## src/rtl/mux_rr_stream.sv

```systemverilog
// rtl/mux_rr_stream.sv - N-channel registered stream mux with fixed-select and round-robin modes
module mux_rr_stream #(
  parameter int CH = 4,
  parameter int W  = 8,
  parameter int SW = $clog2(CH)
) (
  input  logic            clk,
  input  logic            rst,
  input  logic [CH*W-1:0] in_data,
  input  logic [CH-1:0]   in_valid,
  output logic [CH-1:0]   in_ready,
  input  logic            mode,
  input  logic [SW-1:0]   sel,
  output logic [W-1:0]    out_data,
  output logic            out_valid,
  input  logic            out_ready,
  output logic [SW-1:0]   out_ch
);

  logic [W-1:0]  out_data_q, out_data_d;
  logic          out_valid_q, out_valid_d;
  logic [SW-1:0] out_ch_q, out_ch_d;
  logic [SW-1:0] ptr_q, ptr_d;

  logic          load;
  logic          gnt_v;
  logic [SW-1:0] gnt_idx;

  assign load = !out_valid_q || out_ready;

  // Round-robin search starts one past the last served channel; fixed mode ignores sel >= CH.
  always_comb begin
    gnt_v   = 1'b0;
    gnt_idx = '0;
    if (!mode) begin
      for (int i = 0; i < CH; i++) begin
        if (!gnt_v && sel == SW'(i) && in_valid[i]) begin
          gnt_v   = 1'b1;
          gnt_idx = SW'(i);
        end
      end
    end else begin
      for (int k = 1; k <= CH; k++) begin
        if (!gnt_v && in_valid[(int'(ptr_q) + k) % CH]) begin
          gnt_v   = 1'b1;
          gnt_idx = SW'((int'(ptr_q) + k) % CH);
        end
      end
    end
  end

  always_comb begin
    in_ready = '0;
    for (int i = 0; i < CH; i++) begin
      in_ready[i] = !rst && load && gnt_v && (gnt_idx == SW'(i));
    end
  end

  always_comb begin
    out_data_d  = out_data_q;
    out_valid_d = out_valid_q;
    out_ch_d    = out_ch_q;
    ptr_d       = ptr_q;
    if (load) begin
      if (gnt_v) begin
        out_data_d  = in_data[int'(gnt_idx)*W +: W];
        out_valid_d = 1'b1;
        out_ch_d    = gnt_idx;
        ptr_d       = gnt_idx;
      end else begin
        out_valid_d = 1'b0;
      end
    end
  end

  always_ff @(posedge clk) begin
    if (rst) begin
      out_data_q  <= '0;
      out_valid_q <= 1'b0;
      out_ch_q    <= '0;
      ptr_q       <= SW'(CH - 1);
    end else begin
      out_data_q  <= out_data_d;
      out_valid_q <= out_valid_d;
      out_ch_q    <= out_ch_d;
      ptr_q       <= ptr_d;
    end
  end

  assign out_data  = out_data_q;
  assign out_valid = out_valid_q;
  assign out_ch    = out_ch_q;

endmodule
```

## config.mk

```make
export PLATFORM = sky130hd
export DESIGN_NAME = mux_rr_stream
export DESIGN_NICKNAME = d
export VERILOG_FILES = /design/src/rtl/mux_rr_stream.sv
export SDC_FILE = /design/constraint.sdc
export NUM_CORES = 1
export LEC_CHECK = 0
export CAP_MARGIN = 20
export CELL_PAD_IN_SITES_DETAIL_PLACEMENT = 1
export CELL_PAD_IN_SITES_GLOBAL_PLACEMENT = 2
export CORE_MARGIN = 10
export CORE_UTILIZATION = 36
export CTS_BUF_LIST = sky130_fd_sc_hd__clkbuf_4 sky130_fd_sc_hd__clkbuf_8 sky130_fd_sc_hd__clkbuf_16
export DETAILED_ROUTE_END_ITERATION = 6
export DONT_BUFFER_PORTS = 1
export PLACE_DENSITY = 0.88
export SYNTH_ARGS = -nofsm -noshare
export SYNTH_HDL_FRONTEND = slang
export SYNTH_SLANG_ARGS = --single-unit
```

## constraint.sdc

```tcl
create_clock -name clk -period 6.8 [get_ports clk]
set_input_delay 1.36 -clock clk [delete_from_list [all_inputs] [get_ports clk]]
set_output_delay 1.36 -clock clk [all_outputs]
set_load 0.05 [all_outputs]
```

==> metrics.cfg <==
[worst_setup_path]
cp_slowest_cell=and3_1
startpoint_type=input pin
path_cells=mux2_2 -> a21oi_1 -> o21a_1 -> a311o_1 -> nor2_4 -> and3_1
reg2reg_slack_ps=4220
rr_worst_depth=6
cp.depth=6
slowest_delay_ps=510
r2r_end=out_data[5]$_SDFFE_PP0P_
crit_type=in -> out
reg2reg_from=ptr_q[1]$_SDFFE_PP1P_
critPathCapture=in_ready[1]
startpoint=sel[0]
critPathTopFamily=simple AND/OR/NAND/NOR gates
critical_path_required_ps=5440
endpoint_kind=output pin
path_buf_inv=0
crit_arrival_ps=3050
path_max_fanout=11

[logic_synthesis]
synth_edf_count=0
synth.top_cell.area_share_pct=27.51
syn-cell-area_um2=945.9
synthArstFlopShare_pct=0
synthFlopType=dfxtp_1
synth.distinct_cells=38
synth_most_common_cell=dfxtp_1
synth_area_leader_cell=dfxtp_1
synthesis.instances=92
synth_fp_nets=134
synthTopCellsByCount=dfxtp_1, a22o_1, nand2_1
synth.ff_latch_count=13
yosys_warnings=0
synth_area_leaders=dfxtp_1, mux4_2, mux4_1
ys_seq_area_share_pct=27.51
avgSynthCellArea_um2=10.28

[clock_tree]
cts_buffers=3
cts_buffer_depth=2
cts_tree=done
clock_latency_ps=280
cts_root_buf=clkbuf_4
cts_setup_buffers=0
cts_hold_buf=0
cts_resized=0
path_clk_slew_ps=90
cts_sinks=13
ctsHtreeMaxLevel=1

[run_status]
status=finished, final reports clean

[grt]
grt-ovfl-total=0
grt_antenna_before_repair=0
first_global_vias=802
grt_max_degree=14
grt_use_total_pct=10.47
grt_pass1_wl_mm=4.333

[cells_and_area]
nets=135
drive_gt1_share_pct=25.00
fin_util_pct=40.39
fill_cells=288
antennaDiodeCount=0
area_growth_pct=6.746

[timing]
fin_tns_setup_ps=0
max_freq_mhz=226.9
hold_viol_final=0
slew_headroom_pct=62.68
setup_ws_ps=2392
finalClockSkew_ps=11.80
whs_ps=672.0
rsz0062_at_grt=false
fin_crit_ps=4408
post-route-period-util_pct=64.82
setup_violations=0
maxSlewViolCount=0
max_slew.worst_pin.slew_ps=558.6

[detailed_routing]
wl_per_cell_um=22.84
firstDrtPassIters=4
avgViaCountPerCell=6.123
ant_nets=0
wl_mm=2.787
drtIter0Drc=18
vias=747
drc=0

[die]
rows=18
die_h_um=71.26
die_area_um2=5078
die_x_um=71.26
start_util_pct=37.84
coreArea_um2=2500
ios=57

[worst_hold_path]
hp-class=reg -> reg

[job]
maxCapViolCount=0

[placement]
io_buffers=0
place_congestion=0.7880
place_ws_ps=2385
dpl.hpwl_mm=2.241

[pwr]
power_uw=243.5
p_per_area_nw_per_um2=241.2
peakVddDrop_v=0.0001675
power.leakage_nw=0.3880

==> worst min path at each step <==
| stage | from | endpoint | slack, ps | cells after the start |
|---|---|---|---|---|
| after detailed placement | ptr_q[0]$_SDFFE_PP1P_ | ptr_q[0]$_SDFFE_PP1P_ | 660 | 2 |
| after global routing | ptr_q[0]$_SDFFE_PP1P_ | ptr_q[0]$_SDFFE_PP1P_ | 740 | 2 |
| after CTS | ptr_q[0]$_SDFFE_PP1P_ | ptr_q[0]$_SDFFE_PP1P_ | 680 | 2 |
| after global placement | ptr_q[0]$_SDFFE_PP1P_ | ptr_q[0]$_SDFFE_PP1P_ | 650 | 2 |
| after floorplan | ptr_q[0]$_SDFFE_PP1P_ | ptr_q[0]$_SDFFE_PP1P_ | 610 | 3 |
| final | ptr_q[0]$_SDFFE_PP1P_ | ptr_q[0]$_SDFFE_PP1P_ | 670 | 2 |
==> flip-flops by register name, indices dropped and copies added, names as in the netlist <==
signal     count
out_data       8
out_ch         2
ptr_q          2
out_valid      1
==> through the flow <==
stage	instance area (µm²)	std cells
3_5_place_dp	979.7	118
6_report	1010	122
5_1_grt	1010	122
4_1_cts	1010	122
2_1_floorplan	945.9	92
3_3_place_gp	979.7	118
==> report_power, final <==
group / total, mW / switching (mW) / leakage [nW] / internal [mW]
clock: 0.0517 / 0.0250 / 0.0184 / 0.0267
combinational: 0.0677 / 0.0323 / 0.262 / 0.0353
sequential: 0.124 / 0.0385 / 0.108 / 0.0857
==> metal layers <==
layer  vias up  global-route usage [%]  part of all wire [%]
met5         -                       0                     0
met4         0                   1.935                  0.29
met2        31                   18.04                    49
met1       359                   10.53                    39
met3         2                   6.612                    11
li1        355                       -                     -
==> cell type report <==
cell class / count / area [µm²] / area share, %
well taps: 30 / 37.54 / 3.717
repair buffers: 4 / 30.03 / 2.974
inverters: 2 / 7.507 / 0.7435
multi-input cells: 69 / 644.4 / 63.82
flip-flops and latches: 13 / 260.3 / 25.77
clock buffers: 4 / 30.03 / 2.974
==> tightest hold or removal path, cell delays in order, from the launching register on <==
cell and delay (ps):
dfxtp_1 410, a21oi_1 170, nand2_1 60
==> placed cells by master, fill, tap and decap left out, types with 2 or more instances in the layout <==
cell type and n:
inv_1 2, dfxtp_1 13, nand2_1 8, mux4_2 5, mux2i_1 4, a21oi_1 7, clkbuf_4 4, nor2_1 4
mux4_1 3, o21ai_0 3, nand2b_1 2, nor2b_1 3, nor4b_2 2, a22o_1 8, buf_4 4
==> cell families after synthesis <==
group	count (synthesis)	share of synthesized area [%]
mux	14	27.12
compound gates	28	23.02
simple gates	27	16.01
buf+inv	10	6.348
flops	13	27.51
(Power assumes the default switching activity.)
